## src/rtl/fwd_hazard_unit_pkg.sv

```systemverilog
// rtl/fwd_hazard_unit_pkg.sv - shared select encodings, defaults and scoreboard width helper
package fwd_pkg;

  localparam logic [1:0] SEL_RF  = 2'b00;
  localparam logic [1:0] SEL_MEM = 2'b01;
  localparam logic [1:0] SEL_WB  = 2'b10;

  localparam int REG_AW_DEF = 4;

  // Enough bits to hold the value MUL_LAT itself.
  function automatic int sb_cnt_w(input int mul_lat);
    return (mul_lat < 1) ? 1 : $clog2(mul_lat + 1);
  endfunction

endpackage

```

## src/rtl/fwd_hazard_unit_src_sel.sv

```systemverilog
// rtl/fwd_hazard_unit_src_sel.sv - forwarding select and hazard terms for one decode source
module fwd_src_sel
  import fwd_pkg::*;
#(
  parameter int REG_AW = REG_AW_DEF
) (
  input  logic              fwd_en_i,
  input  logic              src_valid_i,
  input  logic [REG_AW-1:0] src_i,
  input  logic [REG_AW-1:0] exe_dest_i,
  input  logic              exe_wb_en_i,
  input  logic              exe_mem_r_en_i,
  input  logic [REG_AW-1:0] mem_dest_i,
  input  logic              mem_wb_en_i,
  input  logic [REG_AW-1:0] wb_dest_i,
  input  logic              wb_wb_en_i,
  input  logic              sb_busy_i,
  output logic [1:0]        sel_o,
  output logic              ld_use_o,
  output logic              oth_haz_o
);

  logic exe_hit;
  logic mem_hit;
  logic wb_hit;

  assign exe_hit = exe_wb_en_i && (src_i == exe_dest_i);
  assign mem_hit = mem_wb_en_i && (src_i == mem_dest_i);
  assign wb_hit  = wb_wb_en_i  && (src_i == wb_dest_i);

  // Pick the youngest in-flight producer; MEM is younger than WB so it wins.
  always_comb begin
    sel_o = SEL_RF;
    if (fwd_en_i && src_valid_i) begin
      if (mem_hit)     sel_o = SEL_MEM;
      else if (wb_hit) sel_o = SEL_WB;
    end
  end

  // Split hazard into the load-use term and everything else so the top can tell them apart.
  // WB hits never stall: the register file writes on the falling edge.
  always_comb begin
    ld_use_o  = src_valid_i && fwd_en_i && exe_hit && exe_mem_r_en_i;
    oth_haz_o = src_valid_i && (sb_busy_i || (!fwd_en_i && (exe_hit || mem_hit)));
  end

endmodule

```

## src/rtl/fwd_hazard_unit.sv

```systemverilog
// rtl/fwd_hazard_unit.sv - forwarding selects, load-use/stall hazards and multiplier scoreboard (optional FWD_HAZARD_PERF_EN counters)
module fwd_hazard_unit
  import fwd_pkg::*;
#(
  parameter int REG_AW  = REG_AW_DEF,
  parameter int NUM_SRC = 3,
  parameter int MUL_LAT = 3
) (
  input  logic                      clk,
  input  logic                      rst,
  input  logic                      fwd_en,
  input  logic [NUM_SRC*REG_AW-1:0] src_addr,
  input  logic [NUM_SRC-1:0]        src_valid,
  input  logic [REG_AW-1:0]         exe_dest,
  input  logic                      exe_wb_en,
  input  logic                      exe_mem_r_en,
  input  logic [REG_AW-1:0]         mem_dest,
  input  logic                      mem_wb_en,
  input  logic [REG_AW-1:0]         wb_dest,
  input  logic                      wb_wb_en,
  input  logic                      mul_issue,
  input  logic [REG_AW-1:0]         mul_dest,
  output logic [2*NUM_SRC-1:0]      sel_src,
  output logic                      hazard,
`ifdef FWD_HAZARD_PERF_EN
  output logic [31:0]               stall_cycles,
  output logic [31:0]               loaduse_stalls,
`endif
  output logic                      mul_pending
);

  localparam int NREG = 2 ** REG_AW;
  localparam int CW   = sb_cnt_w(MUL_LAT);

  logic [CW-1:0]      cnt_q [NREG];
  logic [CW-1:0]      cnt_d [NREG];
  logic [NUM_SRC-1:0] sb_busy;
  logic [NUM_SRC-1:0] ld_use;
  logic [NUM_SRC-1:0] oth_haz;
  logic               pend;

  for (genvar i = 0; i < NUM_SRC; i++) begin : g_src
    assign sb_busy[i] = |cnt_q[src_addr[i*REG_AW +: REG_AW]];

    fwd_src_sel #(
      .REG_AW(REG_AW)
    ) u_sel (
      .fwd_en_i      (fwd_en),
      .src_valid_i   (src_valid[i]),
      .src_i         (src_addr[i*REG_AW +: REG_AW]),
      .exe_dest_i    (exe_dest),
      .exe_wb_en_i   (exe_wb_en),
      .exe_mem_r_en_i(exe_mem_r_en),
      .mem_dest_i    (mem_dest),
      .mem_wb_en_i   (mem_wb_en),
      .wb_dest_i     (wb_dest),
      .wb_wb_en_i    (wb_wb_en),
      .sb_busy_i     (sb_busy[i]),
      .sel_o         (sel_src[2*i +: 2]),
      .ld_use_o      (ld_use[i]),
      .oth_haz_o     (oth_haz[i])
    );
  end

  assign hazard = (|ld_use) || (|oth_haz);

  // Age every pending entry; an accepted multiply re-arms its destination over the decrement.
  always_comb begin
    for (int r = 0; r < NREG; r++) begin
      cnt_d[r] = (cnt_q[r] != '0) ? cnt_q[r] - CW'(1) : '0;
    end
    if (mul_issue && !hazard) begin
      cnt_d[mul_dest] = CW'(MUL_LAT);
    end
  end

  // Scoreboard state; reset forgets all in-flight multiplies.
  always_ff @(posedge clk or posedge rst) begin
    if (rst) begin
      for (int r = 0; r < NREG; r++) cnt_q[r] <= '0;
    end else begin
      for (int r = 0; r < NREG; r++) cnt_q[r] <= cnt_d[r];
    end
  end

  // Any multiply still in flight, from registered state only.
  always_comb begin
    pend = 1'b0;
    for (int r = 0; r < NREG; r++) pend = pend | (|cnt_q[r]);
  end

  assign mul_pending = pend;

`ifdef FWD_HAZARD_PERF_EN
  logic [31:0] stall_cycles_q;
  logic [31:0] loaduse_stalls_q;
  logic        ld_only;

  assign ld_only = (|ld_use) && !(|oth_haz);

  // Saturating stall counters.
  always_ff @(posedge clk or posedge rst) begin
    if (rst) begin
      stall_cycles_q   <= '0;
      loaduse_stalls_q <= '0;
    end else begin
      if (hazard && (stall_cycles_q != 32'hFFFF_FFFF)) begin
        stall_cycles_q <= stall_cycles_q + 32'd1;
      end
      if (ld_only && (loaduse_stalls_q != 32'hFFFF_FFFF)) begin
        loaduse_stalls_q <= loaduse_stalls_q + 32'd1;
      end
    end
  end

  assign stall_cycles   = stall_cycles_q;
  assign loaduse_stalls = loaduse_stalls_q;
`endif

endmodule

```

## config.mk

```make
export PLATFORM = sky130hd
export DESIGN_NAME = fwd_hazard_unit
export DESIGN_NICKNAME = d
export VERILOG_FILES = /design/src/rtl/fwd_hazard_unit_pkg.sv /design/src/rtl/fwd_hazard_unit_src_sel.sv /design/src/rtl/fwd_hazard_unit.sv
export SDC_FILE = /design/constraint.sdc
export NUM_CORES = 1
export LEC_CHECK = 0
export CORE_UTILIZATION = 52
export DETAILED_ROUTE_END_ITERATION = 8
export GPL_TIMING_DRIVEN = 1
export PLACE_DENSITY = 0.89
export SLEW_MARGIN = 10
export SYNTH_ARGS = -nofsm -noshare
export SYNTH_HDL_FRONTEND = slang
export SYNTH_HIERARCHICAL = 1
export SYNTH_SLANG_ARGS = --single-unit
```

## constraint.sdc

```tcl
create_clock -name clk -period 3.43 [get_ports clk]
set_input_delay 0.686 -clock clk [delete_from_list [all_inputs] [get_ports clk]]
set_output_delay 0.686 -clock clk [all_outputs]
set_load 0.02 [all_outputs]
```

### After elaboration in Yosys (flattened, before gate mapping)

Index checks and enable logic that the tools add are counted.

| storage, ports and cells | value |
|---|---|
| flip-flop bits (word level) | 32 |
| input port bits | 39 |
| output and inout port bits | 8 |

| cells by class | value |
|---|---|
| add/sub/neg operators | 16 |
| magnitude comparators | 5 |
| eq/ne operators | 9 |
| mux-type cells | 37 |
| bitwise logic cells | 20 |
| reductions and logical operators | 72 |

Operators by type and width:

| cell | number |
|---|---|
| $mux W2 | 32 |
| $reduce_or A2 Y1 | 19 |
| $eq A4 B4 Y1 | 9 |
| $mux W32 | 1 |
| $or A32 B32 Y32 | 1 |
| $reduce_bool A2 Y1 | 16 |
| $sub A2 B1 Y2 const B | 16 |
| $logic_and A1 B1 Y1 | 26 |
| $bmux W2 S4 | 3 |
| $ge A5 B5 Y1 const B | 4 |
| $not A4 Y5 | 4 |
| $or A1 B1 Y1 | 15 |
| $demux W2 S4 | 1 |
| $logic_or A1 B1 Y1 | 7 |
| $reduce_or A3 Y1 | 2 |
| $lt A5 B1 Y1 const B | 1 |
| $logic_not A1 Y1 | 2 |

### Longest topological paths before layout

Gate-level depths: netlist of run 1.

| depth | value |
|---|---|
| depth in word-level cells | 16 |
| mapped depth | 10 |
| depth with buffers taken out | 9 |

### Modules after synthesis

Netlist of run 1, hierarchy kept.

Modules (own cells, without submodules):

| module | times used | cells each | area each (µm²) | seq. area each (µm²) |
|---|---|---|---|---|
| fwd_hazard_unit | 1 | 183 | 1752.9 | 800.8 |
| fwd_src_sel | 3 | 28 | 205.2 | 0.0 |

### Worst setup path after synthesis of run 1

OpenSTA, ideal clock, no wires.

| timing | value |
|---|---|
| path type | in2out |
| start point | in src_addr[4] |
| end point | out hazard |
| arrival | 2.207 ns |
| data required time | 2.744 ns |
| path slack | 0.537 ns |
| cell stages on the path | 6 |
| path buffers | 0 |
| path through | mux4_1 nor3_1 or3_1 a221o_1 nor4_2 nand2_1 |

| on the way | value |
|---|---|
| longest elaborated chain between the ends | 9 |
| elaborated cells between the ends (all ways) | 18 |
| classes of those cells | eq/ne: 2; mux: 3; bitwise: 1; reduce/logical: 12 |

RTL lines:

| element | line | source |
|---|---|---|
| from (decl) | fwd_hazard_unit.sv:12 | `input logic [NUM_SRC*REG_AW-1:0] src_addr,` |
| $not A4 Y5 (implied by the code) | fwd_hazard_unit.sv:43 | `assign sb_busy[i] = \|cnt_q[src_addr[i*REG_AW +: REG_AW]];` |
| $bmux W2 S4 | fwd_hazard_unit.sv:43 |  |
| $mux W2 (implied by the code) (2 in a row) | fwd_hazard_unit.sv:43 |  |
| $reduce_or A2 Y1 | fwd_hazard_unit.sv:43 |  |
| net sb_busy[1] | fwd_hazard_unit.sv:37 | `logic [NUM_SRC-1:0] sb_busy;` |
| $logic_or A1 B1 Y1 | fwd_hazard_unit_src_sel.sv:44 | `oth_haz_o = src_valid_i && (sb_busy_i \|\| (!fwd_en_i && (exe_hit \|\| mem_hit)));` |
| $logic_and A1 B1 Y1 | fwd_hazard_unit_src_sel.sv:44 |  |
| net oth_haz[1] | fwd_hazard_unit.sv:39 | `logic [NUM_SRC-1:0] oth_haz;` |
| $reduce_or A3 Y1 | fwd_hazard_unit.sv:65 | `assign hazard = (\|ld_use) \|\| (\|oth_haz);` |
| $logic_or A1 B1 Y1 | fwd_hazard_unit.sv:65 |  |
| to (decl) | fwd_hazard_unit.sv:24 | `output logic hazard,` |

The timed path passes the listed nets, and every way through them passes these cells. The select of a mux whose other input is x is not followed.

### Final worst setup path of run 1

| timing | value |
|---|---|
| start point | in src_addr[5] |
| end point | out hazard |

The elaborated chain is that of the path after synthesis.

==> reports/qor.yml, run 1 <==
status: "finished, final reports clean"
ir_drop_v: 0.0003343
yosysWarnings: 6
chipWidth_um: 69.49
holdWs_ns: 0.4774
avgViaCountPerCell: 5.912
ctsRootBufferMaster: "clkbuf_8"
fin_ws_ns: 0.07019
rows: 24
maxCapViolCount: 0
cp_max_fo: 3
wl_per_cell_um: 16.68
cts-buffers-inserted: 5
ctsHoldBuffers: 0
initial_core_util_pct: 54.40
timing.fmax_ghz: 0.2976
final_antenna_net_count: 0
ys_types: 31
instances_no_fill: 407
htreeDepth: 2
dp_cells: 396
reg.largest.list: "cnt_q (32)"
drt_iter0_drc: 181
finalSetupViolCount: 0
drive_above_1_share_pct: 18.31
grt_use_total_pct: 30.18
final_common_cell: "nand2_1"
relSlewSlack_pct: 68.72
powerDensity_nw_per_um2: 294.8
finish.utilization_pct: 75.40
path_class: "primary input to output pin"
grt_pass1_wl_mm: 11.42
grt_pass1_vias: 2484
fin_crit_sh_pct: 97.95
min_path_type: "flip-flop to flip-flop"
hpwl_mm: 5.304
synth_edf_count: 0
hold_violations: 0
final_nets: 393
leakagePower_nw: 1.519
tightest_slew_ns: 0.4692
die-area_um2: 4829
start_kind: "primary input"
clk_path_buf_depth: 2
worstSetupEndpointType: "output pin"
grt_setup_unrepaired: "false"
drt-total-wl_mm: 6.787
setup_tns_ns: 0
avgSynthCellArea_um2: 8.871
final_cell_mix: "46 x nand2_1, 38 x buf_4, 32 x dfrtp_1"
cts.sinks: 32
grt_max_degree: 33
vias: 2406
cts_tree: "done"
diodes: 0
core_um2: 4354
grt.overflow.total: 0
synth-main-ff-cell: "dfrtp_1"
place_ws_ns: -0.5854
largest_reg_flops: 32
firstDrtPassIters: 4
drc: 0
ys_ff_latch: 32
synthArstFlopShare_pct: 100.0
syn_nets: 306
regMostFlops: "cnt_q"
gp_congestion: 0.9942
antenna_found_initial: 0
min_period_ns: 3.360
critPathRequiredTime_ns: 2.74
arrival_ns: 2.67
clock_skew_ns: 0.008559
die_h_um: 69.49
fill_cells: 315
synthesis.instances: 267
synth_seq_area_share_pct: 33.81
ios: 47
clk_pin_slew_ns: 0.06
clock_latency_ns: 0.29
synth_area_um2: 2369
area_delta_synth_final_pct: 38.62
report.final.slew_viol_count: 0
io_buffer_count: 46
==> through the flow <==
| step | instance area, um^2 | total power, mW |
|---|---|---|
| floorplan | 2369 | 0.5302 |
| global placement | 3134 | 0.6695 |
| detailed placement | 3134 | 0.6743 |
| CTS | 3217 | 0.9620 |
| global route | 3283 | 1.019 |
| finish | 3283 | 0.9678 |
==> where the power goes <==
part | internal, mW | switching (mW)
logic | 0.141 | 0.139
registers | 0.389 | 0.00868
clock network | 0.160 | 0.130
total | 0.689 | 0.278
==> synthesized netlist by cell type (all sizes together), types with 2 or more instances <==
| cell | count | share of area (%) |
|---|---|---|
| and3 | 3 | 0.79 |
| or3 | 3 | 0.79 |
| nor3b | 3 | 0.95 |
| o22ai | 3 | 0.79 |
| nor2 | 21 | 3.3 |
| o2111ai | 6 | 2.2 |
| nor4bb | 3 | 1.3 |
| a221o | 3 | 1.3 |
| buf | 2 | 0.63 |
| a2111oi | 3 | 1.9 |
| nand3 | 9 | 1.9 |
| dfrtp | 32 | 34 |
| nand2 | 46 | 7.3 |
| clkbuf | 2 | 0.32 |
| nand4 | 12 | 3.2 |
| a222oi | 3 | 1.3 |
| mux4 | 12 | 13 |
| inv | 29 | 4.6 |
| o2bb2ai | 3 | 1.1 |
| xor2 | 6 | 2.2 |
| nor3 | 10 | 2.1 |
| o21ai | 16 | 3.4 |
| or2b | 6 | 2.1 |
| nor2b | 7 | 1.8 |
| xnor2 | 12 | 4.4 |
| nand2b | 9 | 2.4 |
==> worst paths after layout <==
| kind | start | end | slack [ns] | cells after the start |
|---|---|---|---|---|
| max in group asynchronous | rst | cnt_q[30]$_DFF_PP0_ | 2.37 | 3 |
| setup / recovery | src_addr[5] | hazard | 0.07 | 8 |
| min in group asynchronous | rst | cnt_q[5]$_DFF_PP0_ | 0.77 | 3 |
| hold reg to reg | cnt_q[14]$_DFF_PP0_ | cnt_q[14]$_DFF_PP0_ | 0.48 | 1 |
| setup reg to reg | cnt_q[21]$_DFF_PP0_ | cnt_q[0]$_DFF_PP0_ | 0.48 | 11 |
| hold / removal | cnt_q[14]$_DFF_PP0_ | cnt_q[14]$_DFF_PP0_ | 0.48 | 1 |
==> metal layers <==
layer,share of wire (%),vias up,track usage (%)
li1,-,1134,-
met1,41,1123,37.20
met2,47,117,48.65
met3,6.6,32,6.250
met4,5.0,0,18.37
met5,0,-,0
==> final cells by class <==
| class | count | area, um^2 | share of cell area (%) |
|---|---|---|---|
| multi-input cells | 202 | 1481 | 45.12 |
| flip-flops and latches | 32 | 800.8 | 24.39 |
| repair buffers | 84 | 734.5 | 22.37 |
| inverters | 29 | 108.9 | 3.316 |
| clock buffers | 6 | 82.58 | 2.515 |
| well taps | 52 | 65.06 | 1.982 |
| clock inverters | 2 | 10.01 | 0.3049 |
==> logic make-up after synthesis <==
kind of cell	share of synthesized area (%)
multiplexers	12.84
AND/OR/NAND/NOR	29.21
XOR/XNOR	6.656
buffers and inverters	5.546
flip-flops	33.81
AO/OA/AOI/OAI	11.94
==> critical path: stages <==
cell	delay, ns
dlygate4sd2_1	0.29
mux4_1	0.34
o22ai_1	0.07
or3_1	0.35
a221o_1	0.40
nor4_4	0.30
nand2_1	0.09
buf_2	0.16
==> what timing repair did <==
item,4_1_cts,5_1_grt
endpoints found under the setup margin,7,3
resized for setup,22,13
buffers inserted,1,2
pin swaps,2,3
Power figures use the tool's default switching activity.
==> run 2: changes to the inputs <==
--- a/config.mk
+++ b/config.mk
@@ -5,6 +5,7 @@
 export SDC_FILE = /design/constraint.sdc
 export NUM_CORES = 1
 export LEC_CHECK = 0
+export CORE_MARGIN = 5
 export CORE_UTILIZATION = 52
 export DETAILED_ROUTE_END_ITERATION = 8
 export GPL_TIMING_DRIVEN = 1
==> run 2 against run 1 <==
  * Critical path type unchanged
  * Routed wire length is 4.4% higher
  * Setup slack better by 0.0091 ns
  * Combinational power is 5% higher
  * Cell area is 3.0% higher
  * Critical path depth stayed put
  * First-iteration DRC count is 13% lower
  * Non-clock buffer count is 12 higher
==> reports/qor.yml, run 2 (same netlist as run 1, synthesis figures left out) <==
status: "finished, final reports clean"
clk_path_buf_depth: 2
grt_max_degree: 33
holdWs_ns: 0.4861
htreeDepth: 2
die-area_um2: 6005
firstDrtPassIters: 5
vias: 2433
finish.utilization_pct: 77.17
min_period_ns: 3.351
antenna_found_initial: 0
fill_cells: 309
grt.overflow.total: 0
diodes: 0
timing.fmax_ghz: 0.2984
fin_ws_ns: 0.07926
cp_max_fo: 5
min_path_type: "flip-flop to flip-flop"
ir_drop_v: 0.0004477
grt_use_total_pct: 24.52
final_cell_mix: "49 x buf_4, 46 x nand2_1, 32 x dfrtp_1"
final_nets: 405
leakagePower_nw: 1.583
worstSetupEndpointType: "output pin"
cts-buffers-inserted: 5
regMostFlops: "cnt_q"
reg.largest.list: "cnt_q (32)"
multi_input_area_um2: 1460
placed_cell_area_um2: 3232
ios: 47
drt-total-wl_mm: 7.084
final_common_cell: "buf_4"
relSlewSlack_pct: 74.25
finalSetupViolCount: 0
final_area_um2: 3383
drc: 0
drt_iter0_drc: 157
setup_tns_ns: 0
grt_pass1_wl_mm: 11.90
fin_crit_sh_pct: 97.69
chipWidth_um: 77.49
seq_area_um2: 800.8
final_antenna_net_count: 0
path_class: "primary input to output pin"
avgViaCountPerCell: 5.807
area_delta_synth_final_pct: 42.84
dp_cells: 409
core_um2: 4384
clock_skew_ns: 0.004220
critPathRequiredTime_ns: 2.74
gp_congestion: 0.9369
powerDensity_nw_per_um2: 319.2
clk_pin_slew_ns: 0.06
largest_reg_flops: 32
hold_violations: 0
rows: 24
drive_above_1_share_pct: 20.16
place_ws_ns: -0.5707
clock_latency_ns: 0.28
arrival_ns: 2.66
initial_core_util_pct: 54.02
report.final.slew_viol_count: 0
maxCapViolCount: 0
cts_tree: "done"
ctsRootBufferMaster: "clkbuf_8"
start_kind: "primary input"
io_buffer_count: 46
grt_pass1_vias: 2492
die_h_um: 77.49
tightest_slew_ns: 0.3862
ctsHoldBuffers: 0
cts.sinks: 32
instances_no_fill: 419
wl_per_cell_um: 16.91
hpwl_mm: 5.570
finalPower_mw: 1.080
==> run 2: metal layers <==
layer,wire length (um),up-vias,track usage [%]
li1,-,1162,-
met1,2874,1141,29.63
met2,3375,112,41.08
met3,581,18,6.597
met4,252,0,10.65
met5,0,-,0
==> run 2: worst max-delay path, cell delays in order <==
cell and delay (ns):
dlygate4sd2_1 0.31, mux4_1 0.36, o22ai_1 0.06, or3_1 0.34, a221o_1 0.38, nor4_4 0.29, nand2_1 0.08, buf_2 0.16
==> run 2: worst paths after layout <==
check | slack (ns) | start | end | cells after the start
max in group asynchronous | 2.37 | rst | cnt_q[17]$_DFF_PP0_ | 3
min reg2reg | 0.49 | cnt_q[14]$_DFF_PP0_ | cnt_q[14]$_DFF_PP0_ | 1
min | 0.49 | cnt_q[14]$_DFF_PP0_ | cnt_q[14]$_DFF_PP0_ | 1
max reg2reg | 0.23 | cnt_q[24]$_DFF_PP0_ | cnt_q[0]$_DFF_PP0_ | 12
min in group asynchronous | 0.77 | rst | cnt_q[2]$_DFF_PP0_ | 3
max | 0.08 | src_addr[5] | hazard | 8
==> run 2: final cells by class <==
type | count | area share (%)
Clock buffer | 7 | 2.848
Sequential cell | 32 | 23.67
Inverter | 29 | 3.217
Clock inverter | 1 | 0.8876
Timing Repair Buffer | 96 | 24.30
Multi-Input combinational cell | 202 | 43.16
Tap cell | 52 | 1.923
==> run 2: power breakdown <==
group | switching, mW | internal (mW) | total [mW]
clock | 0.133 | 0.256 | 0.389
sequential | 0.00887 | 0.389 | 0.398
combinational | 0.140 | 0.153 | 0.294
==> run 2: timing repair <==
item / CTS / global route
gates resized for setup: 18 / 13
buffers inserted: 1 / 1
endpoints found under the setup margin: 7 / 11
pin swaps: 1 / 4
